==> config.mk <==
export PLATFORM = sky130hd
export DESIGN_NAME = bg_scroll_renderer_flat
export DESIGN_NICKNAME = d
export VERILOG_FILES = /design/src/rtl/bg_scroll_renderer_if.sv /design/src/rtl/bg_scroll_renderer.sv /design/src/flat_wrapper.sv
export SDC_FILE = /design/constraint.sdc
export NUM_CORES = 1
export LEC_CHECK = 0
export ABC_AREA = 0
export CORE_AREA = 4 4 131 133
export DETAILED_ROUTE_END_ITERATION = 16
export DIE_AREA = 0 0 135 137
export HOLD_SLACK_MARGIN = 0.12
export PLACE_DENSITY = 0.82
export SYNTH_ARGS = -nofsm -noshare
export SYNTH_HDL_FRONTEND = slang
export SYNTH_SLANG_ARGS = --single-unit
==> constraint.sdc <==
create_clock -name vga_clk -period 12 [get_ports vga_clk]
set_clock_uncertainty 0.2 [all_clocks]
set_input_delay 2.4 -clock vga_clk [delete_from_list [all_inputs] [get_ports vga_clk]]
set_output_delay 2.4 -clock vga_clk [all_outputs]
set_load 0.01 [all_outputs]
==> src/rtl/bg_scroll_renderer_if.sv <==
// ROM bus between the background renderer (master) and the image ROM (slave).
// The renderer drives a registered address; the ROM returns the colour index
// a fixed number of cycles later.
interface bg_scroll_renderer_if #(
  parameter int ADDR_W   = 15,
  parameter int PAL_BITS = 3
);
  logic [ADDR_W-1:0]   rom_addr;
  logic [PAL_BITS-1:0] rom_q;

  modport master (output rom_addr, input rom_q);
  modport slave  (input rom_addr, output rom_q);
endinterface

==> src/rtl/bg_scroll_renderer.sv <==
// Background renderer: maps the beam position to an indexed-colour image in
// an external synchronous ROM, with power-of-2 upscaling, per-frame X/Y
// scrolling with wrap-around and a runtime-writable palette.
// Optional feature macro: BG_FADE_EN adds a brightness stage driven by
// fade_level (one extra cycle of latency).
module bg_scroll_renderer #(
  parameter int IMG_W       = 160,
  parameter int IMG_H       = 120,
  parameter int SCALE_SHIFT = 2,
  parameter int PAL_BITS    = 3,
  parameter int ROM_LAT     = 1,
  parameter int ADDR_W      = 15,
  parameter int SCR_W       = 640,
  parameter int SCR_H       = 480
) (
  input  logic                    vga_clk,
  input  logic                    reset_n,
  input  logic [9:0]              DrawX,
  input  logic [9:0]              DrawY,
  input  logic                    blank,
  bg_scroll_renderer_if.master    rom,
  input  logic                    scroll_en,
  input  logic signed [7:0]       scroll_dx,
  input  logic signed [7:0]       scroll_dy,
  input  logic                    scroll_set,
  input  logic [9:0]              x_set,
  input  logic [9:0]              y_set,
  input  logic                    pal_we,
  input  logic [PAL_BITS-1:0]     pal_waddr,
  input  logic [11:0]             pal_wdata,
  input  logic [3:0]              fade_level,
  output logic                    frame_tick,
  output logic [3:0]              red,
  output logic [3:0]              green,
  output logic [3:0]              blue
);

  localparam int                 PAL_N    = 2 ** PAL_BITS;
  localparam logic [10:0]        IMG_W_11 = 11'(IMG_W);
  localparam logic [10:0]        IMG_H_11 = 11'(IMG_H);
  localparam logic signed [11:0] IMG_W_S  = 12'(IMG_W);
  localparam logic signed [11:0] IMG_H_S  = 12'(IMG_H);
  localparam logic [ADDR_W-1:0]  IMG_W_A  = ADDR_W'(IMG_W);
  localparam logic [9:0]         SCR_H_10 = 10'(SCR_H);

  // Offsets are always < IMG_W / IMG_H, so one conditional add or subtract
  // is enough to wrap a step whose magnitude is below the image size.
  function automatic logic [9:0] wrap_off(input logic signed [11:0] s,
                                          input logic signed [11:0] m);
    if (s < 0)
      return 10'(s + m);
    else if (s >= m)
      return 10'(s - m);
    else
      return 10'(s);
  endfunction

  logic [9:0]  x_off, y_off;
  logic [10:0] sx_sum, sy_sum, sx, sy;

  // Source coordinate: downscaled beam position plus offset, wrapped once.
  always_comb begin
    // NOTE: every always_comb output gets a value on every path so no latch is inferred.
    sx_sum = {1'b0, DrawX >> SCALE_SHIFT} + {1'b0, x_off};
    sy_sum = {1'b0, DrawY >> SCALE_SHIFT} + {1'b0, y_off};
    sx     = (sx_sum >= IMG_W_11) ? sx_sum - IMG_W_11 : sx_sum;
    sy     = (sy_sum >= IMG_H_11) ? sy_sum - IMG_H_11 : sy_sum;
  end

  // Address stage: linear ROM address, multiply by the constant width only.
  always_ff @(posedge vga_clk or negedge reset_n) begin
    // NOTE: sequential state uses non-blocking assignments so all registers update together.
    if (!reset_n)
      rom.rom_addr <= '0;
    else
      rom.rom_addr <= ADDR_W'(sy) * IMG_W_A + ADDR_W'(sx);
  end

  logic                    at_bnd, at_bnd_q, tick;
  logic signed [11:0]      x_sum, y_sum;

  assign at_bnd = (DrawX == 10'd0) && (DrawY == SCR_H_10);
  // Only the first boundary cycle counts, even if the beam lingers there.
  assign tick   = at_bnd && !at_bnd_q;
  assign x_sum  = $signed({2'b00, x_off}) + 12'(scroll_dx);
  assign y_sum  = $signed({2'b00, y_off}) + 12'(scroll_dy);

  // Frame boundary: load or step the offsets once per frame and pulse frame_tick.
  always_ff @(posedge vga_clk or negedge reset_n) begin
    if (!reset_n) begin
      at_bnd_q   <= 1'b0;
      frame_tick <= 1'b0;
      x_off      <= '0;
      y_off      <= '0;
    end else begin
      at_bnd_q   <= at_bnd;
      frame_tick <= tick;
      if (tick) begin
        if (scroll_set) begin
          x_off <= x_set;
          y_off <= y_set;
        end else if (scroll_en) begin
          x_off <= wrap_off(x_sum, IMG_W_S);
          y_off <= wrap_off(y_sum, IMG_H_S);
        end
      end
    end
  end

  logic [11:0] palette [PAL_N];
  logic [11:0] pal_rd;

  // Palette RAM: writes land on the edge; a same-cycle lookup sees the old entry.
  always_ff @(posedge vga_clk or negedge reset_n) begin
    // NOTE: the palette is small and must read black after reset, so it is reset explicitly.
    if (!reset_n) begin
      for (int i = 0; i < PAL_N; i++)
        palette[i] <= '0;
    end else if (pal_we) begin
      palette[pal_waddr] <= pal_wdata;
    end
  end

  assign pal_rd = palette[rom.rom_q];

  logic [ROM_LAT:0] blank_pipe;

  // blank travels alongside the address and ROM stages.
  always_ff @(posedge vga_clk or negedge reset_n) begin
    if (!reset_n)
      blank_pipe <= '0;
    else
      blank_pipe <= {blank_pipe[ROM_LAT-1:0], blank};
  end

  logic [3:0] col_r, col_g, col_b;

  // Colour stage: palette lookup, forced black outside active video.
  always_ff @(posedge vga_clk or negedge reset_n) begin
    if (!reset_n) begin
      col_r <= '0;
      col_g <= '0;
      col_b <= '0;
    end else if (blank_pipe[ROM_LAT]) begin
      col_r <= pal_rd[11:8];
      col_g <= pal_rd[7:4];
      col_b <= pal_rd[3:0];
    end else begin
      col_r <= '0;
      col_g <= '0;
      col_b <= '0;
    end
  end

`ifdef BG_FADE_EN
  logic [3:0] fade_pipe [ROM_LAT+2];

  function automatic logic [3:0] fade_ch(input logic [3:0] c, input logic [3:0] f);
    return 4'(({4'b0, c} * {4'b0, f}) >> 4);
  endfunction

  // fade_level is carried with its pixel so it applies to the matching colour.
  always_ff @(posedge vga_clk or negedge reset_n) begin
    if (!reset_n) begin
      for (int i = 0; i <= ROM_LAT + 1; i++)
        fade_pipe[i] <= '0;
    end else begin
      fade_pipe[0] <= fade_level;
      for (int i = 1; i <= ROM_LAT + 1; i++)
        fade_pipe[i] <= fade_pipe[i-1];
    end
  end

  // Fade stage: scale each channel by fade_level/16.
  always_ff @(posedge vga_clk or negedge reset_n) begin
    if (!reset_n) begin
      red   <= '0;
      green <= '0;
      blue  <= '0;
    end else begin
      red   <= fade_ch(col_r, fade_pipe[ROM_LAT+1]);
      green <= fade_ch(col_g, fade_pipe[ROM_LAT+1]);
      blue  <= fade_ch(col_b, fade_pipe[ROM_LAT+1]);
    end
  end
`else
  logic unused_fade;
  assign unused_fade = ^fade_level;
  assign red   = col_r;
  assign green = col_g;
  assign blue  = col_b;
`endif

endmodule

==> src/flat_wrapper.sv <==
// flat-port wrapper written by rule: the top's interface ports become plain ports
module bg_scroll_renderer_flat 
#(
  parameter int IMG_W       = 160,
  parameter int IMG_H       = 120,
  parameter int SCALE_SHIFT = 2,
  parameter int PAL_BITS    = 3,
  parameter int ROM_LAT     = 1,
  parameter int ADDR_W      = 15,
  parameter int SCR_W       = 640,
  parameter int SCR_H       = 480
)
  (vga_clk, reset_n, DrawX, DrawY, blank, scroll_en, scroll_dx, scroll_dy, scroll_set, x_set, y_set, pal_we, pal_waddr, pal_wdata, fade_level, frame_tick, red, green, blue, rom_rom_addr, rom_rom_q);
  bg_scroll_renderer_if #(.ADDR_W(ADDR_W), .PAL_BITS(PAL_BITS)) rom_i ();
  input  logic vga_clk;
  input  logic reset_n;
  input  logic [9:0] DrawX;
  input  logic [9:0] DrawY;
  input  logic blank;
  input  logic scroll_en;
  input  logic signed [7:0] scroll_dx;
  input  logic signed [7:0] scroll_dy;
  input  logic scroll_set;
  input  logic [9:0] x_set;
  input  logic [9:0] y_set;
  input  logic pal_we;
  input  logic [PAL_BITS-1:0] pal_waddr;
  input  logic [11:0] pal_wdata;
  input  logic [3:0] fade_level;
  output logic frame_tick;
  output logic [3:0] red;
  output logic [3:0] green;
  output logic [3:0] blue;
  output wire logic [$bits(rom_i.rom_addr)-1:0] rom_rom_addr;
  input wire logic [$bits(rom_i.rom_q)-1:0] rom_rom_q;
  assign rom_rom_addr = rom_i.rom_addr;
  assign rom_i.rom_q = rom_rom_q;
  bg_scroll_renderer #(.IMG_W(IMG_W), .IMG_H(IMG_H), .SCALE_SHIFT(SCALE_SHIFT), .PAL_BITS(PAL_BITS), .ROM_LAT(ROM_LAT), .ADDR_W(ADDR_W), .SCR_W(SCR_W), .SCR_H(SCR_H)) u_core (.vga_clk(vga_clk), .reset_n(reset_n), .DrawX(DrawX), .DrawY(DrawY), .blank(blank), .rom(rom_i), .scroll_en(scroll_en), .scroll_dx(scroll_dx), .scroll_dy(scroll_dy), .scroll_set(scroll_set), .x_set(x_set), .y_set(y_set), .pal_we(pal_we), .pal_waddr(pal_waddr), .pal_wdata(pal_wdata), .fade_level(fade_level), .frame_tick(frame_tick), .red(red), .green(green), .blue(blue));
endmodule
Word level (Yosys, flattened, before mapping)

Cells that the tools add are included.
Widths: inputs -> output; s select.

Multiplexer cells: 19
Add/sub/neg operators: 11
Bitwise logic cells: 2
Eq/ne operators: 1
Multipliers: 1
Reduce and logical (&&, ||, !) cells: 7
Order comparisons: 9

Operators with widths:

| operator              | count |
|---|---|
| $bwmux 96             | 1 |
| $mux 10               | 8 |
| $bmux 12 s3           | 1 |
| $demux 12 s3          | 1 |
| $mux 12               | 3 |
| $add 11x8->12         | 2 |
| $lt 12x1->1 const B   | 2 |
| $add 8x10->11         | 2 |
| $mux 11               | 2 |
| $add 15x11->15        | 1 |
| $ge 12x8->1 const B   | 1 |
| $ge 12x9->1 const B   | 1 |
| $mux 4                | 3 |
| $ge 11x7->1 const B   | 1 |
| $ge 11x8->1 const B   | 1 |
| $mul 11x3->10 const B | 1 |
| $sub 11x7->11 const B | 1 |
| $sub 11x8->11 const B | 1 |
| $add 10x8->10 const B | 1 |
| $add 10x9->10 const B | 1 |
| $eq 10x9->1 const B   | 1 |
| $logic_not 10->1      | 1 |
| $sub 10x8->10 const B | 1 |
| $sub 10x9->10 const B | 1 |
| other kinds (7)       | 11 |

Word-level logic and storage cells: 67
Flip-flop bits (word level): 147
Output and inout port bits: 28

Depth between registers and ports, before layout

Gate-level depths: netlist (run 1).

Depth after elaboration: 6
Mapped depth: 25
Mapped depth without buffers: 25

Least setup slack after synthesis (run 1)

OpenSTA, ideal clock, no wires.

Path kind: input to register
Start point: in DrawY[2]
End point: reg u_core.rom.rom_addr[14]
Buffers on the path: 0
Arrival: 6875 ps
Library setup time: 125 ps
Cell stages on the path: 23
Data required time: 11675 ps
Path slack: 4800 ps
Path through: ha_1 inv_1 fa_1 nand2b_1 a21boi_1 nor2_1 xnor2_1 ha_1 and2_1 a21oi_1 o211ai_1 or2_1 mux2_1 ha_1 fa_1 xor2_1 ha_1 nor2_1 nor4_1 nand3_1 xnor2_1 xnor2_1 xnor2_1

Cells in the longest elaborated chain, start to end: 5

Ends and longest elaborated chain:

| what                                                | line                        | text |
|---|---|---|
| start: declaration                                  | flat_wrapper.sv:18          | `input logic [9:0] DrawY;` |
| $add 8x10->11 *                                     | bg_scroll_renderer.sv:65    | `sy_sum = {1'b0, DrawY >> SCALE_SHIFT} + {1'b0, y_off};` |
| $sub 11x7->11 / $ge 11x7->1 (equally long branches) | bg_scroll_renderer.sv:67    | `sy = (sy_sum >= IMG_H_11) ? sy_sum - IMG_H_11 : sy_sum;` |
| $mux 11 *                                           | bg_scroll_renderer.sv:67    |  |
| $mul 11x3->10 *                                     | bg_scroll_renderer.sv:76    | `rom.rom_addr <= ADDR_W'(sy) * IMG_W_A + ADDR_W'(sx);` |
| $add 15x11->15 *                                    | bg_scroll_renderer.sv:76    |  |
| end signal: assignment                              | bg_scroll_renderer.sv:76    |  |
| end: declaration                                    | bg_scroll_renderer_if.sv:11 | `modport master (output rom_addr, input rom_q);` |

Mark *: on every way between the ends. The rest lies on a longest branch, timed or not.
A chain may end at the register's enable or synchronous reset.

Worst setup path in the final report (run 1)

Ends and elaborated chain as after synthesis.

==> results.toml, run 1 <==
[clocking]
max-clock-path-buffers = 2
numCtsBuffers = 17
post_cts_buffers = 0
clock-sinks = 147
cts_tree = "done"
clk_pin_slew_ns = 0.06
htree_num_levels = 4
ctsHoldBuffers = 0
root_buffer = "clkbuf_16"
cts_resized = 0
clk_latency_ns = 0.42

[sta]
slew_violations = 0
worstMarginPinSlew_ns = 0.972
max_freq_mhz = 128
tns_ns = 0
fin_ws_ns = 4.20
grt_setup_unrepaired = "false"
timing.final.setup_violations = 0
min_period_ns = 7.80
maxSlewHeadroom_pct = 35.0
hold_violations = 0
min_period_over_period_pct = 65.0

[placed_design]
place.gp.congestion = 0.955
post-dp-hpwl_um = 15500
port_buffers = 107
post-place-ws_ns = 3.78

[setup_path]
slowest_stage = "clkdlybuf4s50_1"
path_delay_family = "adder cells"
worstSetupEndpoint = "u_core.rom.rom_addr[14]$_DFF_PN0_"
crit_type = "primary input to flip-flop"
reg2reg_slack_ns = 6.31
startpoint = "DrawY[2]"
cp.required_ns = 12.14
crit_chain = "clkdlybuf4s50_1 -> ha_1 -> inv_1 -> fa_1 -> nand2b_1 -> a21boi_1 -> nor2_1 -> xnor2_1 -> ha_1 -> and2_1 -> a21oi_1 -> o211ai_1 -> or2_1 -> mux2_1 -> ha_1 -> fa_1 -> xor2_1 -> ha_1 -> nor2_1 -> nor4_1 -> nand3_1 -> xnor2_1 -> xnor2_1 -> xnor2_1"
crit_path_end_kind = "flip-flop"
cp.depth = 24
r2r-end = "u_core.rom.rom_addr[14]$_DFF_PN0_"
rr_startpoint = "u_core.y_off[0]$_DFFE_PN0P_"
worst_setup_path_start_kind = "primary input"
cp_max_fo = 5
crit_arrival_ns = 7.94
max_stage_delay_ns = 0.52
ff2ff_path_depth = 23
worstPathBufferInverterCount = 2

[grt]
grt_pass1_wl_um = 36000
grt_max_degree = 87
grt_overflow = 0
groute.usage.overall_pct = 24.8
grt_pass1_vias = 7134
antenna_found_initial = 0

[logic_synthesis]
yosysWarnings = 0
synth.ff_latch_count = 147
yosysUniqueCellTypes = 76
synth_top_family_by_area = "multiplexers"
synth_fa_ha_area_share_pct = 9.65
synth-compound-area-share_pct = 11.8
synth_top_area_share_pct = 39.1
synth_top_flop_cell = "dfrtp_1"
netlist_instances = 851
syn_area_per_cell_um2 = 11.1
synthesis.area_um2 = 9410
synth_nets = 1004
seq_area_frac_synth_pct = 39.1
synthMuxAreaShare_pct = 20.0
synth_xor_area_share_pct = 4.80
yosys-top-cells-area = "dfrtp_1 39%, mux2_2 12%, ha_1 8.4%, mux4_2 5.7%, xnor2_1 3.4%"
synth_edf_count = 0
synth_top_area_cell = "dfrtp_1"
async_flop_share_pct = 100
synthSimpleGateAreaFrac_pct = 11.9

[worst_hold_path]
hold_path_class = "flip-flop to flip-flop"

[floorplanning]
rows = 46
ios = 112
initial_core_util_pct = 59.5
die_w_um = 135
coreArea_um2 = 15800
dieArea_um2 = 18500
fp.dieH_um = 137

[drt]
ant_nets = 0
wl_per_cell_um = 18.6
finalWirelength_um = 22100
remaining_drc_errors = 0
drtIter0Drc = 416
avgViaCountPerCell = 6.03
dr_total_vias = 7165
dr.pass1.iters = 5

[cells_and_area]
diodes = 0
finalNetCount = 1112
area_growth_pct = 19.9
drive_above_1_share_pct = 18.4
fillers = 1143

[power]
vdd_drop_max_mv = 0.112
leakagePower_nw = 4.94
p_per_area_nw_per_um2 = 137

[job]
maxCapViolations = 0

[status]
status = "finished clean"
-- through the flow --
step	utilization [%]	instances	power, mW	area [µm²]	hold slack [ns]
after floorplan	-	851	0.887	9410	0.131
after global placement	67.7	1156	1.02	10700	0.136
after detailed placement	67.7	1156	1.04	10700	0.144
after CTS	71.3	1188	1.56	11300	0.158
after global routing	71.3	1188	1.62	11300	0.166
final	71.3	1188	1.55	11300	0.154
-- power by group --
part	switching, mW	internal [mW]
clock	0.217	0.294
combinational	0.172	0.223
sequential	0.0509	0.591
total	0.440	1.11
-- placed cells by master (no fill, tap or decap), types with 17 or more instances in the layout --
master	synthesis	routed
nor3_1	23	23
dfrtp_1	147	147
nor2_1	38	38
mux2_2	98	98
nor2b_1	24	24
xnor2_1	37	37
mux2i_1	23	23
clkbuf_16	0	17
a21oi_1	49	49
nand3_1	17	17
mux4_2	24	24
o21ai_1	22	22
inv_1	38	38
ha_1	63	63
nand2_1	35	35
clkdlybuf4s50_1	0	106
-- worst min path at each step --
stage | startpoint | slack, ns | cells after the start | to
finish | u_core.blank_pipe[0]$_DFF_PN0_ | 0.15 | 0 | u_core.blank_pipe[1]$_DFF_PN0_
global route | u_core.blank_pipe[0]$_DFF_PN0_ | 0.17 | 0 | u_core.blank_pipe[1]$_DFF_PN0_
CTS | u_core.blank_pipe[0]$_DFF_PN0_ | 0.16 | 0 | u_core.blank_pipe[1]$_DFF_PN0_
detailed placement | u_core.blank_pipe[0]$_DFF_PN0_ | 0.14 | 0 | u_core.blank_pipe[1]$_DFF_PN0_
global placement | u_core.blank_pipe[0]$_DFF_PN0_ | 0.14 | 0 | u_core.blank_pipe[1]$_DFF_PN0_
floorplan | u_core.blank_pipe[0]$_DFF_PN0_ | 0.13 | 0 | u_core.blank_pipe[1]$_DFF_PN0_
-- area by class of cell --
class | instances | area [µm²] | share of cell area (%)
clock inverters | 13 | 125 | 1.11
multi-input cells | 638 | 5480 | 48.5
flip-flops and latches | 147 | 3680 | 32.6
inverters | 38 | 143 | 1.26
clock buffers | 19 | 443 | 3.93
well taps | 216 | 270 | 2.39
repair buffers | 117 | 1150 | 10.2
-- logic make-up after synthesis --
logic type | after synthesis
adder cells (fa/ha/maj) | 69
XOR/XNOR | 50
flip-flops | 147
buffers and inverters | 66
AND/OR/NAND/NOR | 202
multiplexers | 146
AO/OA/AOI/OAI | 171
-- sequential cells by signal (all words and copies together), names as in the netlist, 2 cells and up --
| signal | cells |
|---|---|
| u_core.y_off | 10 |
| u_core.rom.rom_addr | 15 |
| u_core.palette | 96 |
| u_core.x_off | 10 |
| u_core.green | 4 |
| u_core.blue | 4 |
| u_core.red | 4 |
| u_core.blank_pipe | 2 |
-- layer usage --
| layer | GRT usage, % | part of all wire [%] | routed length (µm) | vias up |
|---|---|---|---|---|
| li1 | - | - | - | 3366 |
| met1 | 31.7 | 43 | 9460 | 3573 |
| met2 | 44.5 | 51 | 11400 | 199 |
| met3 | 4.01 | 4.8 | 1060 | 27 |
| met4 | 5.66 | 1.0 | 222 | 0 |
| met5 | 0 | 0 | 0 | - |
-- synth_stat cells (3+ instances only) --
library cell and n:
fa_1 6, o21bai_1 7, and2_1 3, mux4_2 24
and3_1 8, clkbuf_1 17, nand2_1 35, nand3_1 17
a21o_1 12, ha_1 63, mux2_2 98, xnor2_1 37
o21ai_0 15, mux2i_1 23, nand4_1 4, nand4b_1 5
nor4_1 5, o21a_1 10, nor3b_1 5, nor2b_1 24
nor2_1 38, o21ai_1 22, xor2_1 12, a211oi_2 3
nand2b_1 7, a31oi_1 6, o22ai_1 3, or4_1 3
buf_1 8, o211ai_1 7, a21oi_1 49, a21boi_1 3
or4b_1 3, nor3_1 23, o31ai_1 4, inv_1 38
dfrtp_1 147, a211oi_1 7
Power figures use the tool's default switching activity.
==> inputs of run 2 (changes only) <==
CORE_AREA = 4 4 134 136   (was 4 4 131 133)
DIE_AREA = 0 0 138 140   (was 0 0 135 137)
PLACE_DENSITY = 0.79   (was 0.82)
clock period = 7.4 ns   (was 12 ns; I/O delays follow)
==> run 2 against run 1 <==
  * Via count decreased by 1.7%
  * Sequential share of layout area decreased by 0.15 points
  * Register-to-register slack got worse by 4.4 ns
  * Hold slack got worse by 0.00090 ns
  * Clock power increased by 74%
  * Design area increased by 0.45%
  * Core utilization decreased by 4.4 points
  * Die area increased by 4.5%
  * Combinational power increased by 60%
  * Sequential power increased by 62%
  * Largest power group unchanged
==> results.toml, run 2 (synthesis results as in run 1) <==
[placed_design]
place.gp.congestion = 0.891
place_area_um2 = 10700
post-dp-hpwl_um = 15000
place.detailed.instances = 1165
port_buffers = 107

[power]
leakagePower_nw = 4.95
vdd_drop_max_mv = 0.215
p_per_area_nw_per_um2 = 226

[floorplanning]
die_w_um = 138
initial_core_util_pct = 55.6
ios = 112
rows = 48
coreArea_um2 = 16900
fp.dieH_um = 140
dieArea_um2 = 19300

[grt]
grt_overflow = 0
grt_pass1_wl_um = 35200
grt_max_degree = 83
groute.usage.overall_pct = 22.3
antenna_found_initial = 0
grt_pass1_vias = 7118

[cells_and_area]
finalNetCount = 1112
final_common_cell = "dfrtp_1"
multi_input_comb_area_um2 = 5480
regMostFlops = "u_core.palette"
layout_common_cells = "147 x dfrtp_1, 106 x clkdlybuf4s50_1, 98 x mux2_2"
largest_reg_flops = 96
area_growth_pct = 20.5
stdcell_area_um2 = 11300
stdcell_count = 1197
reg_top3 = "u_core.palette: 96 flops, u_core.rom.rom_addr: 15 flops"
fillers = 1312
register_area_um2 = 3680
drive_above_1_share_pct = 18.4
diodes = 0

[sta]
slew_violations = 0
tns_ns = 0
hold_violations = 0
timing.final.setup_violations = 0
min_period_ns = 6.69
maxSlewHeadroom_pct = 35.5
min_period_over_period_pct = 90.5
max_freq_mhz = 149
worstMarginPinSlew_ns = 0.962
grt_setup_unrepaired = "false"

[job]
maxCapViolations = 0

[setup_path]
crit_chain = "clkdlybuf4s50_1 -> ha_1 -> inv_1 -> fa_1 -> nand2b_1 -> a21boi_1 -> nor2_1 -> xnor2_1 -> ha_1 -> and2_1 -> a21oi_1 -> o211ai_1 -> or2_1 -> mux2_1 -> ha_1 -> fa_1 -> xor2_1 -> ha_1 -> nor2_1 -> nor4_1 -> nand3_1 -> xnor2_1 -> xnor2_1 -> xnor2_1"
cp_max_fo = 3
path_delay_family = "adder cells"
slowest_stage = "clkdlybuf4s50_1"
crit_path_end_kind = "flip-flop"
cp.required_ns = 7.53
max_stage_delay_ns = 0.50
crit_type = "primary input to flip-flop"
reg2reg_slack_ns = 1.88
worstPathBufferInverterCount = 2
crit_arrival_ns = 6.83
worst_setup_path_start_kind = "primary input"

[clocking]
post_cts_buffers = 0
root_buffer = "clkbuf_16"
clk_latency_ns = 0.42
cts_resized = 0
max-clock-path-buffers = 2
htree_num_levels = 4
clk_pin_slew_ns = 0.06
ctsHoldBuffers = 0
cts_tree = "done"
clock-sinks = 147
numCtsBuffers = 17

[status]
status = "finished clean"

[worst_hold_path]
hold_path_class = "flip-flop to flip-flop"

[drt]
finalWirelength_um = 21000
avgViaCountPerCell = 5.88
ant_nets = 0
wl_per_cell_um = 17.6
drtIter0Drc = 338
remaining_drc_errors = 0
dr_total_vias = 7044
dr.pass1.iters = 5
[run 2: changes by cell type in the layout (fill, tap and decap cells not counted), moves of 2 or more]
cell / delta
clkinv_4: -2
bufinv_16: +2
clkinv_2: -2
inv_6: +2
[run 2: metrics by stage]
stage	util [%]	hold slack, ns	power (mW)	setup WS, ns
finish	66.9	0.153	2.56	0.705
detailed placement	63.4	0.140	1.68	0.294
global route	66.9	0.169	2.69	0.269
global placement	63.4	0.136	1.65	0.357
floorplan	-	0.131	1.44	1.12
CTS	66.9	0.155	2.58	0.690
[run 2: final timing paths]
kind / start / end / cells past startpoint
setup / recovery: DrawY[2] / u_core.rom.rom_addr[14]$_DFF_PN0_ / 24
hold / removal: u_core.blank_pipe[0]$_DFF_PN0_ / u_core.blank_pipe[1]$_DFF_PN0_ / 0
setup reg to reg: u_core.y_off[0]$_DFFE_PN0P_ / u_core.rom.rom_addr[14]$_DFF_PN0_ / 23
hold reg to reg: u_core.blank_pipe[0]$_DFF_PN0_ / u_core.blank_pipe[1]$_DFF_PN0_ / 0
max in group asynchronous: reset_n / u_core.palette[21]$_DFFE_PN0P_ / 2
min in group asynchronous: reset_n / u_core.palette[47]$_DFFE_PN0P_ / 1
[run 2: where the power goes]
group / internal, mW / switching [mW] / leakage, nW
sequential: 0.957 / 0.0785 / 1.81
combinational: 0.362 / 0.273 / 2.86
clock: 0.536 / 0.351 / 0.289
[run 2: worst reg2reg max path, cell delays in order (launching register included)]
cell and delay (ns):
dfrtp_1 0.39, ha_1 0.18, inv_1 0.05, fa_1 0.39, nand2b_1 0.16, a21boi_1 0.18
nor2_1 0.08, xnor2_1 0.15, ha_1 0.20, and2_1 0.16, a21oi_1 0.12, o211ai_1 0.11
or2_1 0.25, mux2_1 0.35, ha_1 0.34, fa_1 0.47, xor2_1 0.18, ha_1 0.33
nor2_1 0.05, nor4_1 0.41, nand3_1 0.16, xnor2_1 0.22, xnor2_1 0.15, xnor2_1 0.13
[run 2: area by class of cell]
type | instances | share of cell area [%]
inverters | 38 | 1.26
repair buffers | 117 | 10.1
multi-input cells | 638 | 48.4
flip-flops and latches | 147 | 32.5
clock buffers | 19 | 3.82
clock inverters | 13 | 1.51
well taps | 225 | 2.48
[run 2: routing by layer]
metal / vias to the layer above / wire length [µm] / GRT usage (%) / part of all wire, %
met4: 0 / 279 / 5.98 / 1.3
met3: 27 / 1150 / 4.75 / 5.5
met2: 183 / 10700 / 39.3 / 51
li1: 3370 / - / - / -
met5: - / 0 / 0 / 0
met1: 3464 / 8940 / 28.0 / 42
==> inputs of run 3 (changes only) <==
HOLD_SLACK_MARGIN = 0.1   (was 0.12)
==> results of run 3 <==
Same layout as run 2: the final DEF is identical, and so are final timing and power.
